### config.mk
export PLATFORM = sky130hd
export DESIGN_NAME = ab_stim_gen
export DESIGN_NICKNAME = d
export VERILOG_FILES = /design/src/rtl/ab_pkg.sv /design/src/rtl/ab_q_checker.sv /design/src/rtl/ab_stim_gen.sv
export SDC_FILE = /design/constraint.sdc
export NUM_CORES = 1
export LEC_CHECK = 0
export BUFFER_PORTS_ARGS = -buffer_cell sky130_fd_sc_hd__buf_4
export CORE_ASPECT_RATIO = 1.75
export CORE_MARGIN = 4
export CORE_UTILIZATION = 55
export DETAILED_ROUTE_END_ITERATION = 8
export GPL_ROUTABILITY_DRIVEN = 0
export PLACE_DENSITY = 0.82
export SLEW_MARGIN = 10
export SYNTH_ARGS = -nofsm -noshare
export SYNTH_HDL_FRONTEND = slang
export SYNTH_SLANG_ARGS = --single-unit
### constraint.sdc
create_clock -name clk -period 3 [get_ports clk]
set_clock_uncertainty 0.1 [all_clocks]
set_input_delay 0.3 -clock clk [delete_from_list [all_inputs] [get_ports clk]]
set_output_delay 0.3 -clock clk [all_outputs]
set_load 0.01 [all_outputs]
### src/rtl/ab_pkg.sv
// Shared definitions for the A/B sequence detector and its stimulus generator.
package ab_pkg;

    // Stimulus generator run states
    typedef enum logic [2:0] {
        IDLE = 3'd0,
        ARM  = 3'd1,
        HOLD = 3'd2,
        GAP  = 3'd3,
        FIN  = 3'd4
    } state_t;

    // Detector states: S2 is the Q=1 state (A seen, then B held)
    typedef enum logic [1:0] {
        DET_S0 = 2'd0,
        DET_S1 = 2'd1,
        DET_S2 = 2'd2
    } det_state_t;

    // Idle cycles the detector needs to walk S2 -> S1 -> S0 before the next ARM
    localparam int unsigned MIN_GAP = 2;

endpackage

### src/rtl/ab_q_checker.sv
// Compares detector Q against the expected waveform (HOLD delayed one cycle)
// and tallies bursts whose Q waveform was clean.
module ab_q_checker
    import ab_pkg::*;
#(
    parameter int unsigned CNT_W = 8
) (
    input  logic             clk,
    input  logic             reset,
    input  logic             q_in,
    input  logic             clear,
    input  logic             arm,
    input  logic             hold,
    input  logic             cmp_en,
    input  logic             last_gap,
    output logic [CNT_W-1:0] match_cnt,
    output logic             err
);

    logic             exp_q_q, exp_q_d;
    logic             burst_bad_q, burst_bad_d;
    logic [CNT_W-1:0] match_q, match_d;
    logic             err_q, err_d;
    logic             mismatch_c;

    always_comb begin
        exp_q_d     = hold;
        burst_bad_d = burst_bad_q;
        match_d     = match_q;
        err_d       = err_q;
        mismatch_c  = cmp_en && (q_in != exp_q_q);

        if (arm) begin
            burst_bad_d = 1'b0;
        end else if (mismatch_c) begin
            burst_bad_d = 1'b1;
        end

        if (mismatch_c) begin
            err_d = 1'b1;
        end

        // A burst counts only if it was clean through its final GAP cycle
        if (last_gap && !burst_bad_q && !mismatch_c && (match_q != '1)) begin
            match_d = match_q + CNT_W'(1);
        end

        if (clear) begin
            burst_bad_d = 1'b0;
            match_d     = '0;
            err_d       = 1'b0;
        end
    end

    always_ff @(posedge clk) begin
        if (reset) begin
            exp_q_q     <= 1'b0;
            burst_bad_q <= 1'b0;
            match_q     <= '0;
            err_q       <= 1'b0;
        end else begin
            exp_q_q     <= exp_q_d;
            burst_bad_q <= burst_bad_d;
            match_q     <= match_d;
            err_q       <= err_d;
        end
    end

    assign match_cnt = match_q;
    assign err       = err_q;

endmodule

### src/rtl/ab_stim_gen.sv
// Burst generator driving A-then-B pulse trains into the A/B detector and
// checking its Q response through ab_q_checker.
module ab_stim_gen
    import ab_pkg::*;
#(
    parameter int unsigned HOLD_W = 4,
    parameter int unsigned GAP_W  = 4,
    parameter int unsigned CNT_W  = 8
) (
    input  logic              clk,
    input  logic              reset,
    input  logic              start,
    input  logic [HOLD_W-1:0] hold_len,
    input  logic [GAP_W-1:0]  gap_len,
    input  logic [CNT_W-1:0]  burst_cnt,
    output logic              A,
    output logic              B,
    input  logic              q_in,
    output logic              busy,
    output logic              done,
    output logic [CNT_W-1:0]  match_cnt,
    output logic              err
);

    localparam int unsigned TMR_W = (HOLD_W > GAP_W) ? HOLD_W : GAP_W;

    state_t            state_q, state_d;
    logic [HOLD_W-1:0] hold_q, hold_d;
    logic [GAP_W-1:0]  gap_q, gap_d;
    logic [CNT_W-1:0]  remain_q, remain_d;
    logic [TMR_W-1:0]  tmr_q, tmr_d;
    logic              a_q, a_d;
    logic              b_q, b_d;
    logic              busy_q, busy_d;
    logic              done_q, done_d;
    logic              start_acc_c;
    logic              last_gap_c;

    // Next-state, config latch and phase timer
    always_comb begin
        state_d     = state_q;
        hold_d      = hold_q;
        gap_d       = gap_q;
        remain_d    = remain_q;
        tmr_d       = tmr_q;
        start_acc_c = 1'b0;
        last_gap_c  = 1'b0;

        case (state_q)
            IDLE: begin
                if (start) begin
                    start_acc_c = 1'b1;
                    hold_d      = (hold_len == '0) ? HOLD_W'(1) : hold_len;
                    gap_d       = (gap_len < GAP_W'(MIN_GAP)) ? GAP_W'(MIN_GAP) : gap_len;
                    remain_d    = burst_cnt;
                    state_d     = (burst_cnt == '0) ? FIN : ARM;
                end
            end
            ARM: begin
                state_d = HOLD;
                tmr_d   = TMR_W'(hold_q);
            end
            HOLD: begin
                if (tmr_q == TMR_W'(1)) begin
                    state_d = GAP;
                    tmr_d   = TMR_W'(gap_q);
                end else begin
                    tmr_d = tmr_q - TMR_W'(1);
                end
            end
            GAP: begin
                if (tmr_q == TMR_W'(1)) begin
                    last_gap_c = 1'b1;
                    remain_d   = remain_q - CNT_W'(1);
                    state_d    = (remain_q == CNT_W'(1)) ? FIN : ARM;
                end else begin
                    tmr_d = tmr_q - TMR_W'(1);
                end
            end
            FIN: begin
                state_d = IDLE;
            end
            default: begin
                state_d = IDLE;
            end
        endcase

        // Outputs decoded from the next state so they line up with state_q
        a_d    = (state_d == ARM);
        b_d    = (state_d == HOLD);
        busy_d = (state_d == ARM) || (state_d == HOLD) || (state_d == GAP);
        done_d = (state_d == FIN);
    end

    always_ff @(posedge clk) begin
        if (reset) begin
            state_q  <= IDLE;
            hold_q   <= '0;
            gap_q    <= '0;
            remain_q <= '0;
            tmr_q    <= '0;
            a_q      <= 1'b0;
            b_q      <= 1'b0;
            busy_q   <= 1'b0;
            done_q   <= 1'b0;
        end else begin
            state_q  <= state_d;
            hold_q   <= hold_d;
            gap_q    <= gap_d;
            remain_q <= remain_d;
            tmr_q    <= tmr_d;
            a_q      <= a_d;
            b_q      <= b_d;
            busy_q   <= busy_d;
            done_q   <= done_d;
        end
    end

    ab_q_checker #(
        .CNT_W(CNT_W)
    ) u_q_checker (
        .clk      (clk),
        .reset    (reset),
        .q_in     (q_in),
        .clear    (start_acc_c),
        .arm      (state_q == ARM),
        .hold     (state_q == HOLD),
        .cmp_en   ((state_q == HOLD) || (state_q == GAP)),
        .last_gap (last_gap_c),
        .match_cnt(match_cnt),
        .err      (err)
    );

    assign A    = a_q;
    assign B    = b_q;
    assign busy = busy_q;
    assign done = done_q;

endmodule

-- Word level (Yosys, flattened, before mapping)
Cells that the tools add are included.
- bits of input ports: 20
- logic and storage cells: 68
- output and inout port bits: 13
- bits in registers: 38
- mux-type cells: 18
- reduce and logical (&&, ||, !) cells: 19
- equal/unequal tests: 14
- add/sub/neg operators: 3
- magnitude comparators: 1
- operator list (cell ; number):
    $mux 4 ; 4
    $mux 8 ; 2
    $pmux 8 s2 ; 1
    $mux 3 ; 5
    $eq 3x2->1 const B ; 4
    $pmux 3 s4 ; 1
    $pmux 4 s3 ; 1
    $add 8x1->8 const B ; 1
    $eq 8x1->1 const B ; 1
    $logic_not 8->1 ; 1
    $ne 8x8->1 const B ; 1
    $sub 8x1->8 const B ; 1
    $eq 3x1->1 const B ; 2
    $ne 2x2->1 const B ; 3
    $eq 4x1->1 const B ; 1
    $logic_and 1x1->1 ; 4
    $logic_not 4->1 ; 1
    $lt 4x2->1 const B ; 1
    $mux 1 ; 4
    $reduce_and 2->1 ; 2
    $sub 4x1->4 const B ; 1
    $eq 3x3->1 const B ; 1
    $logic_not 3->1 ; 1
    $logic_or 1x1->1 ; 3
    other kinds (7) ; 8

-- Logic depth before layout (Yosys ltp)
- word-level depth: 7
- mapped depth: 7
- depth with buffers taken out: 6

-- Cells and area by module
From an unflattened synthesis, not the netlist that was laid out.
- cells, all modules: 228
- area, all modules: 2009.4 µm²
- by module, submodules not included (module ; cells each ; area an instance (µm²) ; instances ; seq. area each (µm²)):
    ab_stim_gen ; 167 ; 1438.9 ; 1 ; 540.5
    ab_q_checker ; 61 ; 570.5 ; 1 ; 220.2

-- Worst setup path after synthesis
No wires, ideal clock.
- path type: register to register
- start point: register tmr_q[1]
- end point: register tmr_q[2]
- arrival: 1.739 ns
- clock period less this slack: 1.913 ns
- path slack: 1.087 ns
- library setup time: 0.074 ns
- cell stages (with the launch flop): 8
- cells stage by stage: dfxtp_1 inv_1 ha_1 nor3b_2 buf_6 a211o_1 or4_1 a31oi_1
- longest elaborated chain between the ends: 3
- elaborated cells on any way between the ends: 7
- classes of those cells: 1 x add/sub; 2 x eq/ne; 3 x mux; 1 x reduce/logical
- ends and longest elaborated chain (item ; line ; text):
    start, declared ; ab_stim_gen.sv:31 ; logic [TMR_W-1:0] tmr_q, tmr_d;
    start signal, assigned ; ab_stim_gen.sv:111 ; tmr_q <= tmr_d;
    $sub 4x1->4 / $eq 4x1->1 (equally long branches) ; n/a ;
    $mux 4, or another cell as far along ; ab_stim_gen.sv:72 ; if (tmr_q == TMR_W'(1)) begin
    $pmux 4 s3 / $reduce_and 2->1 (equally long branches) ; n/a ;
Several ways; a longest one is shown, not always the timed one. The select of a mux whose other input is x is not followed.
A chain may end at the register's enable or synchronous reset.

-- Worst setup path in the final report
- start point: register tmr_q[0]
- end point: register u_q_checker.match_q[0] (netlist: u_q_checker.match_cnt[0])
- longest elaborated chain between the ends: 6
- ends and longest elaborated chain (item ; line ; text):
    $eq 4x1->1 ; ab_stim_gen.sv:72 ;
    $mux 1 ; ab_stim_gen.sv:72 ;
    $mux 1 ; ab_stim_gen.sv:49 ; case (state_q)
    $logic_and 1x1->1 (3 in a row) ; ab_q_checker.sv:44 ; if (last_gap && !burst_bad_q && !mismatch_c && (match_q != '1)) begin
    end signal, assigned ; ab_q_checker.sv:64 ; match_q <= match_d;
    end, declared ; ab_q_checker.sv:22 ; logic [CNT_W-1:0] match_q, match_d;
Every way passes these cells.

==> flow_metrics.env <==
export IMPL_synth_nets=257
export IMPL_antenna_found_initial=0
export IMPL_final_setup_tns_ns=0
export IMPL_hold_class="in2reg"
export IMPL_synth_seq_cells=38
export IMPL_grt_max_degree=31
export IMPL_worstSetupStartpointType="flip-flop"
export IMPL_grt_pass1_wl_um=8300
export IMPL_synth_cell_types=50
export IMPL_syn_mean_instance_area_um2=8.37
export IMPL_hpwl_um=3550
export IMPL_die_width_um=52.9
export IMPL_clock_latency_ns=0.29
export IMPL_dieArea_mm2=0.00458
export IMPL_postCtsSetupBuffers=0
export IMPL_cts_resized=0
export IMPL_vias=1868
export IMPL_multi_input_area_mm2=0.00108
export IMPL_finalSetupViolCount=0
export IMPL_rows=28
export IMPL_cts_root_buf="clkbuf_8"
export IMPL_cp_required_ns=3.12
export IMPL_synth_compound_area_share_pct=22.9
export IMPL_drv_slew=0
export IMPL_critPathCaptureType="flip-flop"
export IMPL_cp_arrival_ns=2.52
export IMPL_cts_buffers=5
export IMPL_synthMuxAreaShare_pct=1.03
export IMPL_grt_pass1_vias=1817
export IMPL_start_util_pct=57.1
export IMPL_gr_total_overflow=0
export IMPL_worst_pin_slew_ns=0.700
export IMPL_seq_area_um2=761
export IMPL_htreeDepth=2
export IMPL_synth_edff_count=0
export IMPL_layout_commonest_cell="dfxtp_1"
export IMPL_syn_inst=232
export IMPL_fin_util_pct=66.8
export IMPL_yosys_most_used_dff="dfxtp_1"
export IMPL_viasPerCell=6.10
export IMPL_clock_sinks=38
export IMPL_cts_buffer_depth=2
export IMPL_hold_buffers=0
export IMPL_max_freq_mhz=416
export IMPL_wl_per_cell_um=15.7
export IMPL_hold_viol=0
export IMPL_vdd_drop_max_mv=0.460
export IMPL_ant_nets=0
export IMPL_drcViolationCount=0
export IMPL_worst_setup_path_type="reg2reg"
export IMPL_drtIter0Drc=66
export IMPL_firstDrtPassIters=4
export IMPL_netlist_area_mm2=0.00194
export IMPL_yosysWarnings=0
export IMPL_status="complete, no violations"
export IMPL_crit_fanout=15
export IMPL_synthArstFlopShare_pct=0
export IMPL_drv_cap=0
export IMPL_synth_xor_area_share_pct=0.451
export IMPL_ios=33
export IMPL_period_needed_ns=2.41
export IMPL_rsz0062_at_grt="no"
export IMPL_slew_headroom_pct=53.1
export IMPL_power_density_mw_per_mm2=531
export IMPL_leakagePower_nw=0.833
export IMPL_synth_yosys_seq_area_share_pct=39.2
export IMPL_cts_tree="built"
export IMPL_yosys_area_share_simple_pct=28.0
export IMPL_syn2layout_area_growth_pct=16.9
export IMPL_wirelength_um=4810
export IMPL_mostFrequentLayoutCells="38 x dfxtp_1, 33 x buf_4, 22 x nand2_1, 21 x nor2_1"
export IMPL_grtUsageTotal_pct=24.2
export IMPL_finalCritPeriodShare_pct=80.2
export IMPL_placed_cells=298
export IMPL_diodes=0
export IMPL_drive_gt1_share_pct=18.0
export IMPL_synthAdderAreaFrac_pct=3.22
export IMPL_nets=285
export IMPL_final_cells=306
export IMPL_n_fill_cell=299
export IMPL_die_h_um=86.6
export IMPL_coreArea_mm2=0.00340
export IMPL_io_buffers=32
export IMPL_path_clk_slew_ns=0.07
export IMPL_synth_top_family_by_area="simple AND/OR/NAND/NOR gates"
synth_stat cells, types with 2 or more instances:
library cell	number	area share, %
o211ai_1	2	0.77
nand3_1	9	2.3
nand2_1	22	4.3
mux2i_1	2	1.0
buf_2	2	0.52
nor2_1	21	4.1
buf_4	3	1.2
a211o_1	2	0.90
nor3_1	9	2.3
nor2b_1	3	0.97
and2_1	2	0.64
a211oi_1	3	1.2
a21oi_2	2	0.90
or3_1	8	2.6
nand3b_1	2	0.77
a21oi_1	19	4.9
or4_1	2	0.77
o31ai_1	3	1.2
a31oi_1	6	1.9
inv_1	5	0.97
buf_6	3	1.7
nor4_1	4	1.3
ha_1	5	3.2
nand2b_1	3	0.97
nand4_1	5	1.6
o21ai_0	19	4.9
o2111ai_1	2	0.90
nor3b_1	2	0.77
clkbuf_1	4	0.77
dfxtp_1	38	39
cell families after synthesis:
logic type / after synthesis
fa+ha+maj: 5
compound gates: 69
xor+xnor: 1
flops: 38
simple gates: 100
buf+inv: 17
mux: 2
worst max-delay path, cell delays in order, from the launching register on:
cell       delay, ns
dfxtp_1         0.40
ha_1            0.20
nor3b_2         0.57
o2111ai_2       0.46
or3_1           0.47
a21oi_1         0.14
where the power goes:
part           total (mW)  switching (mW)  internal (mW)
Combinational       0.212           0.120         0.0912
Clock               0.421           0.173          0.249
Sequential          0.573          0.0358          0.537
flip-flops by register name, indices dropped and copies added, names as in the netlist:
register	cells
A	1
B	1
busy	1
done	1
gap_q	4
hold_q	4
remain_q	8
state_q	3
tmr_q	4
u_q_checker.burst_bad_q	1
u_q_checker.err	1
u_q_checker.exp_q_q	1
u_q_checker.match_cnt	8
through the flow:
stage	setup WS [ns]	hold slack (ns)	power, mW	cell area [µm²]
2_1_floorplan	1.09	0.332	0.726	1940
3_3_place_gp	0.745	0.351	0.786	2160
3_5_place_dp	0.637	0.351	0.791	2160
4_1_cts	0.611	0.142	1.21	2270
5_1_grt	0.295	0.148	1.27	2270
6_report	0.595	0.145	1.21	2270
worst paths after layout:
kind                    startpoint                                     to  slack, ns  depth (start not counted)
max          tmr_q[0]$_SDFFE_PP0P_  u_q_checker.match_cnt[0]$_SDFFE_PP0P_       0.59                          5
min                    hold_len[0]                 hold_q[0]$_SDFFE_PP0P_       0.15                          3
max reg2reg  tmr_q[0]$_SDFFE_PP0P_  u_q_checker.match_cnt[0]$_SDFFE_PP0P_       0.59                          5
min reg2reg  gap_q[2]$_SDFFE_PP0P_                  gap_q[2]$_SDFFE_PP0P_       0.36                          2
metal layers:
layer,vias up,wire length [µm],track usage [%]
met3,12,220,5.68
met1,891,1780,25.2
li1,913,-,-
met2,52,2700,43.8
met4,0,104,11.4
met5,-,0,0
final cells by class:
cell class,instances,area share [%]
clock buffers,7,3.36
clock inverters,1,1.32
inverters,5,0.826
multi-input cells,177,47.6
flip-flops and latches,38,33.5
well taps,45,2.48
repair buffers,33,10.9
(Power assumes the default switching activity.)
